`config.mk`:
```
export PLATFORM = sky130hd
export DESIGN_NAME = snake_dir_arbiter
export DESIGN_NICKNAME = d
export VERILOG_FILES = /design/src/rtl/snake_dir_arbiter.sv
export SDC_FILE = /design/constraint.sdc
export NUM_CORES = 1
export LEC_CHECK = 0
export ABC_AREA = 1
export CORE_UTILIZATION = 55
export DETAILED_ROUTE_END_ITERATION = 8
export GPL_TIMING_DRIVEN = 0
export PLACE_DENSITY = 0.78
export SLEW_MARGIN = 25
export SYNTH_ARGS = -nofsm -noshare
export SYNTH_HDL_FRONTEND = slang
export SYNTH_SLANG_ARGS = --single-unit
```
`constraint.sdc`:
```
create_clock -name clk -period 4.4 [get_ports clk]
set_clock_uncertainty 0.2 [all_clocks]
set_input_delay 0.66 -clock clk [delete_from_list [all_inputs] [get_ports clk]]
set_output_delay 0.66 -clock clk [all_outputs]
set_load 0.02 [all_outputs]
```
`src/rtl/snake_dir_arbiter.sv`:
```
`default_nettype none
// ============================================================================
// Module      : snake_dir_arbiter
// Description : Converts debounced direction-button activity into turn
//               events, arbitrates simultaneous presses round-robin, rejects
//               180-degree reversals, queues turns in a small FIFO and applies
//               one turn per game tick.
//               Optional feature macro: TICK_BYPASS_EN (an empty FIFO lets a
//               qualifying turn that coincides with a tick go straight to dir).
// Revision    : 1.0 - initial release
// ============================================================================
module snake_dir_arbiter #(
    parameter int         QDEPTH   = 2,
    parameter int         PTR_W    = 1,
    parameter logic [1:0] INIT_DIR = 2'd3
) (
    input  logic             clk,
    input  logic             rst,
    input  logic [3:0]       btn_act,
    input  logic             tick,
    output logic [1:0]       dir,
    output logic             dir_upd,
    output logic             drop,
    output logic [PTR_W:0]   q_count
);

    localparam logic [PTR_W:0]   c_full    = (PTR_W+1)'(QDEPTH);
    localparam logic [PTR_W-1:0] c_ptr_one = PTR_W'(1);

    logic [3:0]       r_btn_prev;
    logic [1:0]       r_rr;
    logic [1:0]       r_fifo [QDEPTH];
    logic [PTR_W-1:0] r_wr_ptr;
    logic [PTR_W-1:0] r_rd_ptr;
    logic [PTR_W:0]   r_count;
    logic [1:0]       r_dir;
    logic             r_dir_upd;
    logic             r_drop;

    logic [3:0]       w_ev;
    logic [1:0]       w_grant;
    logic             w_any;
    logic             w_multi;
    logic [PTR_W-1:0] w_tail_idx;
    logic [1:0]       w_ref;
    logic             w_same;
    logic             w_opp;
    logic             w_full;
    logic             w_empty;
    logic             w_qual;
    logic             w_push;
    logic             w_pop;
    logic             w_bypass;
    logic             w_drop;

    // Rising edges of the debounced buttons; more than one set bit means
    // all but the granted one are discarded.
    assign w_ev    = btn_act & ~r_btn_prev;
    assign w_multi = |(w_ev & (w_ev - 4'd1));

    // Round-robin scan starting at r_rr: first set event bit wins.
    always_comb begin
        logic [1:0] idx;
        w_grant = 2'd0;
        w_any   = 1'b0;
        idx     = 2'd0;
        for (int k = 0; k < 4; k++) begin
            idx = r_rr + k[1:0];
            if (!w_any && w_ev[idx]) begin
                w_any   = 1'b1;
                w_grant = idx;
            end
        end
    end

    // Reference direction is the last queued turn, or the live direction
    // when nothing is queued; sampled before any pop this cycle.
    assign w_empty    = (r_count == '0);
    assign w_full     = (r_count == c_full);
    assign w_tail_idx = r_wr_ptr - c_ptr_one;
    assign w_ref      = w_empty ? r_dir : r_fifo[w_tail_idx];
    assign w_same     = (w_grant == w_ref);
    assign w_opp      = (w_grant[1] == w_ref[1]) && (w_grant[0] != w_ref[0]);
    assign w_qual     = w_any & ~w_same & ~w_opp & ~w_full;
    assign w_pop      = tick & ~w_empty;

`ifdef TICK_BYPASS_EN
    assign w_bypass = w_qual & tick & w_empty;
`else
    assign w_bypass = 1'b0;
`endif

    assign w_push = w_qual & ~w_bypass;
    assign w_drop = w_multi | (w_any & ~w_same & (w_opp | w_full));

    // Turn storage; contents are only meaningful where r_count says so.
    always_ff @(posedge clk) begin
        if (w_push) begin
            r_fifo[r_wr_ptr] <= w_grant;
        end
    end

    // Control state: edge detect, arbitration pointer, FIFO pointers,
    // direction register and the two status pulses.
    always_ff @(posedge clk) begin
        if (rst) begin
            r_btn_prev <= 4'b1111;
            r_rr       <= 2'd0;
            r_wr_ptr   <= '0;
            r_rd_ptr   <= '0;
            r_count    <= '0;
            r_dir      <= INIT_DIR;
            r_dir_upd  <= 1'b0;
            r_drop     <= 1'b0;
        end else begin
            r_btn_prev <= btn_act;
            if (w_any) begin
                r_rr <= w_grant + 2'd1;
            end
            if (w_push) begin
                r_wr_ptr <= r_wr_ptr + c_ptr_one;
            end
            if (w_pop) begin
                r_dir    <= r_fifo[r_rd_ptr];
                r_rd_ptr <= r_rd_ptr + c_ptr_one;
            end else if (w_bypass) begin
                r_dir <= w_grant;
            end
            if (w_push && !w_pop) begin
                r_count <= r_count + 1'b1;
            end else if (w_pop && !w_push) begin
                r_count <= r_count - 1'b1;
            end
            r_dir_upd <= w_pop | w_bypass;
            r_drop    <= w_drop;
        end
    end

    assign dir     = r_dir;
    assign dir_upd = r_dir_upd;
    assign drop    = r_drop;
    assign q_count = r_count;

endmodule
`default_nettype wire
```
## Yosys cells after proc, flatten, opt, wreduce, memory -nomap -nowiden

Memory sizes are Yosys's and may differ from the RTL's. A register that Yosys moved wholly into a read port is not among the register bits.
Cells that the tools add are included.

| storage, ports and cells | value |
|---|---|
| bits in registers | 12 |
| memory bits (writable) | 4 |
| output and inout port bits | 6 |
| memories | 1 |

| cells by class | value |
|---|---|
| $add $sub $neg | 10 |
| $lt $le $gt $ge | 4 |
| equal/unequal tests | 4 |
| muxes and demuxes | 21 |
| bitwise logic cells | 14 |
| reduce and logical (&&, ||, !) cells | 14 |

Memories:

| memory | depth | width | rd ports | clocked after memory_dff | wr ports | line | source |
|---|---|---|---|---|---|---|---|
| r_fifo | 2 | 2 | 2 | 1 | 1 | 32 | `logic [1:0] r_fifo [QDEPTH];` |

Operators with widths:

| operator | number |
|---|---|
| 2-bit 2-to-1 mux | 7 |
| 2-bit by 3-bit less-than comparator with 1-bit output (second input constant) | 4 |
| 1-bit 2-to-1 mux | 10 |
| 4-bit AND | 2 |
| 1-bit binary-select mux with 2-bit select | 4 |
| 2-bit by 1-bit adder with 2-bit output (second input constant) | 3 |
| 1-bit logical AND | 6 |
| 1-bit AND | 5 |
| 1-bit logical NOT | 5 |
| 2-bit adder (second input constant) | 2 |
| 1-bit inverter | 4 |
| 4-bit inverter | 1 |
| 4-bit OR reduction | 1 |
| 4-bit by 1-bit subtractor with 4-bit output (second input constant) | 1 |
| 1-bit adder (second input constant) | 2 |
| 2-bit == test | 1 |
| 2-bit == test (second input constant) | 1 |
| 2-bit logical NOT | 1 |
| 1-bit bitwise OR | 2 |
| 2-bit nonzero test | 1 |
| 2-bit by 1-bit subtractor with 2-bit output (second input constant) | 1 |
| 1-bit == test | 1 |
| 1-bit inequality test | 1 |
| 1-bit subtractor (second input constant) | 1 |

## Longest topological paths before layout

Gate-level depths: netlist of the first run.

| logic depth | value |
|---|---|
| depth after elaboration | 23 |
| depth in mapped cells | 20 |

## Least setup slack after synthesis of the first run

No wires, ideal clock.

| timing path | value |
|---|---|
| path type | input to register |
| start | in btn_act[1] |
| end | reg r_count[1] (netlist: q_count[1]) |
| library setup time | 122 ps |
| data arrival time | 2342 ps |
| slack | 1736 ps |
| stages | 16 |
| buffers on the path | 0 |
| path through | nand3_1 -> nand3_1 -> nand2_1 -> nand3_2 -> or2_4 -> nand2_4 -> nand2_2 -> nand2_2 -> nand2_1 -> nand2_1 -> nor2_2 -> ha_1 -> a21oi_1 -> o21ai_0 -> o21ai_0 -> a21oi_1 |

| between the ends | value |
|---|---|
| cells in the longest elaborated chain, start to end | 21 |

Ends and longest elaborated chain:

| item | line | source |
|---|---|---|
| start: declaration | 19 | `input logic [3:0] btn_act,` |
| 4-bit AND * | 58 | `assign w_ev = btn_act & ~r_btn_prev;` |
| 1-bit binary-select mux with 2-bit select | 69 | `if (!w_any && w_ev[idx]) begin` |
| 1-bit 2-to-1 mux (not written as such) | 69 |  |
| 1-bit 2-to-1 mux | 69 |  |
| 1-bit logical NOT | 69 |  |
| 1-bit logical AND | 69 |  |
| 1-bit 2-to-1 mux | 69 |  |
| 1-bit logical NOT | 69 |  |
| [... 5 more ...] | -- |  |
| 2-bit == test (tied with other cells) | 82 | `assign w_same = (w_grant == w_ref);` |
| 1-bit inverter or 1-bit logical AND (tied branches) | 84, 83 |  |
| 1-bit AND or 1-bit inverter (tied branches) | 84 | `assign w_qual = w_any & ~w_same & ~w_opp & ~w_full;` |
| 1-bit AND * (2 in a row) | 84 |  |
| net w_push | 51 | `logic w_push;` |
| 1-bit logical NOT | 131 | `end else if (w_pop && !w_push) begin` |
| 1-bit logical AND | 131 |  |
| 2-bit nonzero test (no line) | -- |  |
| end signal: assignment | 130 | `r_count <= r_count + 1'b1;` |
| end signal: assignment | 132 | `r_count <= r_count - 1'b1;` |
| end: declaration | 35 | `logic [PTR_W:0] r_count;` |

The timed path passes the listed nets; every way through them passes the cells marked *. The select of a mux whose other input is x is not followed.
A chain may end at the register's enable or synchronous reset.

## Worst setup path after layout of the first run

| timing path | value |
|---|---|
| start | in btn_act[3] |
| end | reg r_count[1] (netlist: q_count[1]) |

Same word-level chain as after synthesis.

==> results.cfg, run 1 <==
[synthesis]
yosysWarningCount = 0
syn_avg_cell_area_um2 = 7.21
synth_ff_type = dfxtp_1
synth_top_family_by_area = simple AND/OR/NAND/NOR gates
synth-adder-area-share_pct = 1.10
yosys.area_share.simple_pct = 39.8
yosysUniqueCellTypes = 27
synth_compound_area_share_pct = 11.5
synthMuxAreaShare_pct = 0
synthArstFlopShare_pct = 0
synth-seq-area-share_pct = 35.2
syn_area_um2 = 1140
yosysTopAreaCell = dfxtp_1
synth_cells = 158
synthXorXnorAreaFrac_pct = 1.54
synthTopCellsByCount = nand2_1, inv_1, dfxtp_1, nand3_1, nor2_1
synth_fp_nets = 166
synth_edf_count = 4
yosysMostFrequentCell = nand2_1
netlist.area_leader.share_pct = 24.6
ys_seq_elements = 18
synth.area.top_cells = dfxtp_1, nand2_1, edfxtp_1

[global_route]
grt_pass1_wl_um = 3520
grt_pass1_vias = 860
grt_usage_pct = 22.9
overflow = 0
antenna_found_initial = 0
grt_start_max_net_pins = 11

[detailed_routing]
drt-initial-drc-count = 24
wl_per_cell_um = 11.5
via_per_inst = 5.20
drc = 0
dr.pass1.iters = 4
wirelength_um = 2290
drtAntennaViolNets = 0
vias = 1039

[setup_path]
crit_slowest_cell = clkdlybuf4s50_1
reg2reg_slack_ns = 1.67
path_max_fanout = 4
cp.required_ns = 4.39
crit_chain = clkdlybuf4s50_1, nand3_1, nand3_1, nand2_1, nand4_2, nand3_1, nand2_4, nand2_2, nand2_2, nand2_1, nand2_1, nor2_2, ha_1, a21oi_1, o21ai_0, o21ai_0, a21oi_1
reg2reg_depth = 17
cp-start-kind = input pin
r2r-end = q_count[1]
worstSetupPathType = in2reg
cp_slowest_stage_delay_ns = 0.53
end_kind = flip-flop
critPathArrivalTime_ns = 3.12
r2r_start = r_rr[0]

[floorplan]
die_area_um2 = 2260
fp.coreArea_um2 = 1960
dieWidth_um = 47.5
fp.dieH_um = 47.5
ios = 13
num_rows = 16
start_util_pct = 58.0

[hold_path]
hp-class = reg2reg
worstHoldStart = dir[1]
holdPathStages = 2
holdPathEnd = dir[1]

[power_and_ir_drop]
ir_drop_v = 0.000491
leakagePower_nw = 0.655
powerDensity_nw_per_um2 = 751

[place]
portBuffers = 11
detailed_place_hpwl_um = 1820
globalplace.congestion = 0.841

[cells_and_area]
n_fill_cell = 188
drive_gt1_share_pct = 19.1
diodes = 0
area_growth_pct = 14.9
fin_nets = 182
final_util_pct = 66.7

[clocking]
clk_path_buf_depth = 2
cts_resized = 0
cts-root-buf = clkbuf_4
holdBufCountCts = 0
clk_latency_ns = 0.29
cts_inserted_buffers = 3
path_clk_slew_ns = 0.10
cts.htree.levels = 1
cts_setup_buffers = 0
cts_sinks = 18
cts_tree = done

[sta]
min_period_over_period_pct = 71.3
final_hold_viol_count = 0
relSlewSlack_pct = 70.7
max_freq_ghz = 0.319
worst_pin_slew_ns = 0.440
min_period_ns = 3.14
slew_viol_final = 0
setup_viol = 0
rsz0062_at_grt = false
setup_tns_ns = 0

[run]
maxCapViolations = 0

[run_status]
status = completed
[metrics by stage]
step,hold WS [ns],setup WS (ns),total power (W),area [µm²],cells
5_1_grt,0.345,1.06,0.00108,1310,200
3_3_place_gp,0.287,1.11,0.000870,1280,196
4_1_cts,0.315,1.28,0.000988,1310,200
2_1_floorplan,0.264,1.74,0.000760,1140,158
6_report,0.313,1.26,0.000983,1310,200
3_5_place_dp,0.289,0.978,0.000897,1280,196
[worst max-delay path: cells and delay by family]
family                     cells  cell delay (ns)
and+or+nand+nor               11             1.14
buffers and inverters          1             0.53
AOI/OAI and AO/OA              4             0.48
adders and majority gates      1             0.32
[how the worst max path moves through the flow]
stage | startpoint | to | slack [ns]
final | btn_act[3] | q_count[1] | 1.26
after global routing | btn_act[3] | q_count[1] | 1.06
after CTS | btn_act[0] | q_count[1] | 1.28
after detailed placement | btn_act[3] | q_count[1] | 0.98
after global placement | btn_act[3] | q_count[1] | 1.11
after floorplan | btn_act[1] | q_count[1] | 1.74
[placed cells by master (no fill, tap or decap)]
cell,netlist,final
nand4_1,1,1
o21a_1,1,1
nand3_2,7,7
nor2_1,11,11
nand3_1,14,14
o211ai_1,3,3
buf_6,1,1
ha_1,1,1
a211oi_1,1,1
xor2_1,2,2
inv_2,3,3
edfxtp_1,4,4
clkdlybuf4s50_1,0,11
nand2_2,8,8
clkinv_1,0,1
nand2_1,33,33
or2_4,1,1
clkbuf_1,1,1
nor3_1,1,1
or2_2,4,4
clkbuf_4,0,3
inv_8,1,1
a311oi_1,1,1
nand2_4,3,3
inv_1,23,23
a21oi_1,9,9
nand4_2,1,1
o21ai_0,8,8
dfxtp_1,14,14
nor2_2,1,1
[power breakdown]
part           internal (W)  switching (W)   total, W  leakage (nW)
combinational      0.000229       0.000398   0.000626         0.486
sequential         0.000237      0.0000356   0.000272         0.154
clock             0.0000330      0.0000516  0.0000846        0.0154
[flip-flops by register name (all words and copies together), names as in the netlist]
name and flops:
r_rd_ptr 1, dir_upd 1, drop 1, q_count 2
r_wr_ptr 1, r_fifo 4, r_rr 2, dir 2
r_btn_prev 4
[layer usage]
| layer | GRT usage, % | vias up | wire length, µm |
|---|---|---|---|
| li1 | - | 541 | - |
| met1 | 30.3 | 469 | 1100 |
| met2 | 37.0 | 27 | 1100 |
| met3 | 4.53 | 2 | 80 |
| met4 | 8.57 | 0 | 13 |
| met5 | 0 | - | 0 |
[area by class of cell]
type,count,area (µm²),share of cell area [%]
buffer,2,15.0,1.15
clock buffer,3,22.5,1.72
clock inverter,1,3.75,0.287
inverter,27,109,8.32
multi-input combinational,111,614,46.9
sequential,18,400,30.6
tap,27,33.8,2.58
timing repair buffer,11,110,8.41
[cell families (layout without fill, tap and decap cells)]
family                   after synthesis  in the layout
flip-flops                            18             18
XOR/XNOR                               2              2
AND/OR/NAND/NOR                       85             85
buffers and inverters                 29             44
adder cells (fa/ha/maj)                1              1
AO/OA/AOI/OAI                         23             23
(Power assumes the default switching activity.)
==> run 2: changes to the inputs <==
- CORE_UTILIZATION: 55 -> 49
- PLACE_DENSITY: 0.78 -> 0.74
- clock period: 4.4 -> 2.68 ns (I/O delays scaled with it)
==> run 2 against run 1 <==
Effect of this change:
- register-to-register slack worse by 1.6 ns
- first-iteration DRC count is 17% lower
- non-clock buffer count is 3 higher
- largest cell class unchanged
- setup slack worse by 1.1 ns
- critical path depth is 1 higher
- global-route usage is 4.4 points lower
- power is 76% higher
- die area is 12% higher
- highest routed layer unchanged
- cell area is 6.5% higher
- worst hold slack worse by 0.011 ns
- combinational power is 84% higher
==> results.cfg, run 2 (synthesis gave the netlist of run 1 again) <==
[run_status]
status = completed

[setup_path]
cp-start-kind = flip-flop
worstSetupPathType = reg2reg
r2r_start = r_rr[0]
path_max_fanout = 8
critPathArrivalTime_ns = 2.53
cp.required_ns = 2.65
reg2reg_slack_ns = 0.12
r2r-end = q_count[1]
endpoint = q_count[1]
reg2reg_depth = 18
end_kind = flip-flop
startpoint = r_rr[0]

[sta]
setup_tns_ns = 0
slew_viol_final = 0
relSlewSlack_pct = 73.6
setup_viol = 0
min_period_ns = 2.56
max_freq_ghz = 0.391
min_period_over_period_pct = 95.5
worst_pin_slew_ns = 0.397
final_hold_viol_count = 0
setup_ws_ns = 0.120

[clocking]
holdBufCountCts = 0
path_clk_slew_ns = 0.10
cts_inserted_buffers = 3
clk_path_buf_depth = 2
cts_tree = done
cts.htree.levels = 1
cts_sinks = 18
clk_latency_ns = 0.28
cts-root-buf = clkbuf_4

[detailed_routing]
dr.pass1.iters = 4
drt-initial-drc-count = 20
met3_length_um = 29
wirelength_um = 2230
drt-met1-wl_um = 1050
route.met2.wl_um = 1130
drc = 0
routed.top_layer = met4
via_per_inst = 5.08
vias = 1036
wl_per_cell_um = 10.9
drtAntennaViolNets = 0

[place]
post_dp_cell_area_um2 = 1280
globalplace.congestion = 0.819
dp_slack_ns = -0.421
detailed_place_hpwl_um = 1780
portBuffers = 11
dp.cells = 197

[floorplan]
dieWidth_um = 50.2
fp.dieH_um = 50.2
start_util_pct = 52.0
num_rows = 17
die_area_um2 = 2520
fp.coreArea_um2 = 2190
ios = 13

[global_route]
grt_pass1_vias = 871
antenna_found_initial = 0
grt_usage_pct = 18.5
grt_pass1_wl_um = 3620
overflow = 0
grt_start_max_net_pins = 11

[cells_and_area]
n_fill_cell = 198
fin_nets = 185
reg_top3 = r_btn_prev (4), r_fifo (4)
instances_no_fill = 204
diodes = 0
final_area_um2 = 1390
final_common_cell = nand2_1
area_growth_pct = 22.4
drive_gt1_share_pct = 27.3
layout_common_cells = nand2_1, inv_1, nand3_2, dfxtp_1

[power_and_ir_drop]
internal-power_w = 0.000897
clkPwrFrac_pct = 7.6
swShare_pct = 48.1
switchingPower_w = 0.000830
powerDensity_nw_per_um2 = 1240
p_total_w = 0.00173
p_comb_share_pct = 66.4
ir_drop_v = 0.000673
p_seq_share_pct = 25.9
leakagePower_nw = 0.686

[hold_path]
hp-class = in2reg

[run]
maxCapViolations = 0
[run 2: cell types whose count changed in the layout (fill, tap and decap cells not counted), moves of 2 or more]
cell             previous run  this run
nand2_2                     8        11
buf_4                       0         3
o21ai_0                     8         5
nand3_1                    14         8
dlygate4sd2_1               0         4
nand3_2                     7        13
dfxtp_2                     0         2
o21ai_1                     0         3
clkdlybuf4s50_1            11         7
dfxtp_1                    14        12
nand2_1                    33        30
[run 2: critical path: stages (launching register included)]
cell and delay, ns:
dfxtp_2 0.32, buf_6 0.14, inv_8 0.07, nand2_1 0.06
nand2_2 0.08, nand3_2 0.08, nand2_4 0.11, nand3_2 0.07
or2_4 0.25, nand3_2 0.08, nand2_2 0.07, nand2_1 0.08
nand2_2 0.08, nor2_4 0.13, ha_4 0.21, a21oi_1 0.13
o21ai_1 0.11, o21ai_1 0.13, a21oi_1 0.05
[run 2: how the worst min path moves through the flow]
stage | slack (ns) | endpoint | startpoint | depth (start not counted)
floorplan | 0.26 | r_rd_ptr | r_rd_ptr | 1
global placement | 0.28 | dir[1] | dir[1] | 2
detailed placement | 0.29 | r_rd_ptr | r_rd_ptr | 1
CTS | 0.29 | dir_upd | rst | 2
global route | 0.32 | dir_upd | rst | 2
finish | 0.30 | dir_upd | rst | 2
[run 2: area by class of cell]
cell class | instances | area [µm²] | share of cell area (%)
sequential | 18 | 403 | 28.9
timing repair buffer | 14 | 128 | 9.16
tap | 28 | 35.0 | 2.51
inverter | 27 | 109 | 7.81
multi-input combinational | 111 | 678 | 48.7
clock buffer | 4 | 26.3 | 1.89
buffer | 2 | 15.0 | 1.08
[run 2: power by group through the flow]
stage	logic [W]	registers, W	clock network, W
2_1_floorplan	0.000772	0.000476	0
3_3_place_gp	0.000982	0.000448	0
3_5_place_dp	0.00101	0.000453	0
4_1_cts	0.00102	0.000448	0.000135
5_1_grt	0.00128	0.000459	0.000144
6_report	0.00115	0.000448	0.000132
[run 2: what timing repair did]
action / in CTS / in global routing
setup buffers: 0 / 3
gates resized for setup: 7 / 14
pin swaps: 0 / 7
gates cloned: 0 / 0
endpoints found under the setup margin: 1 / 1
[run 2: layer usage]
layer | up-vias | global-route usage, %
met3 | 2 | 0.909
met2 | 13 | 30.4
li1 | 547 | -
met4 | 0 | 8.57
met5 | - | 0
met1 | 474 | 24.7
[run 2: metrics by stage]
stage          util (%)  hold slack (ns)
2_1_floorplan         -            0.264
3_3_place_gp       58.6            0.280
3_5_place_dp       58.6            0.293
4_1_cts            60.1            0.294
5_1_grt            63.6            0.320
6_report           63.6            0.301
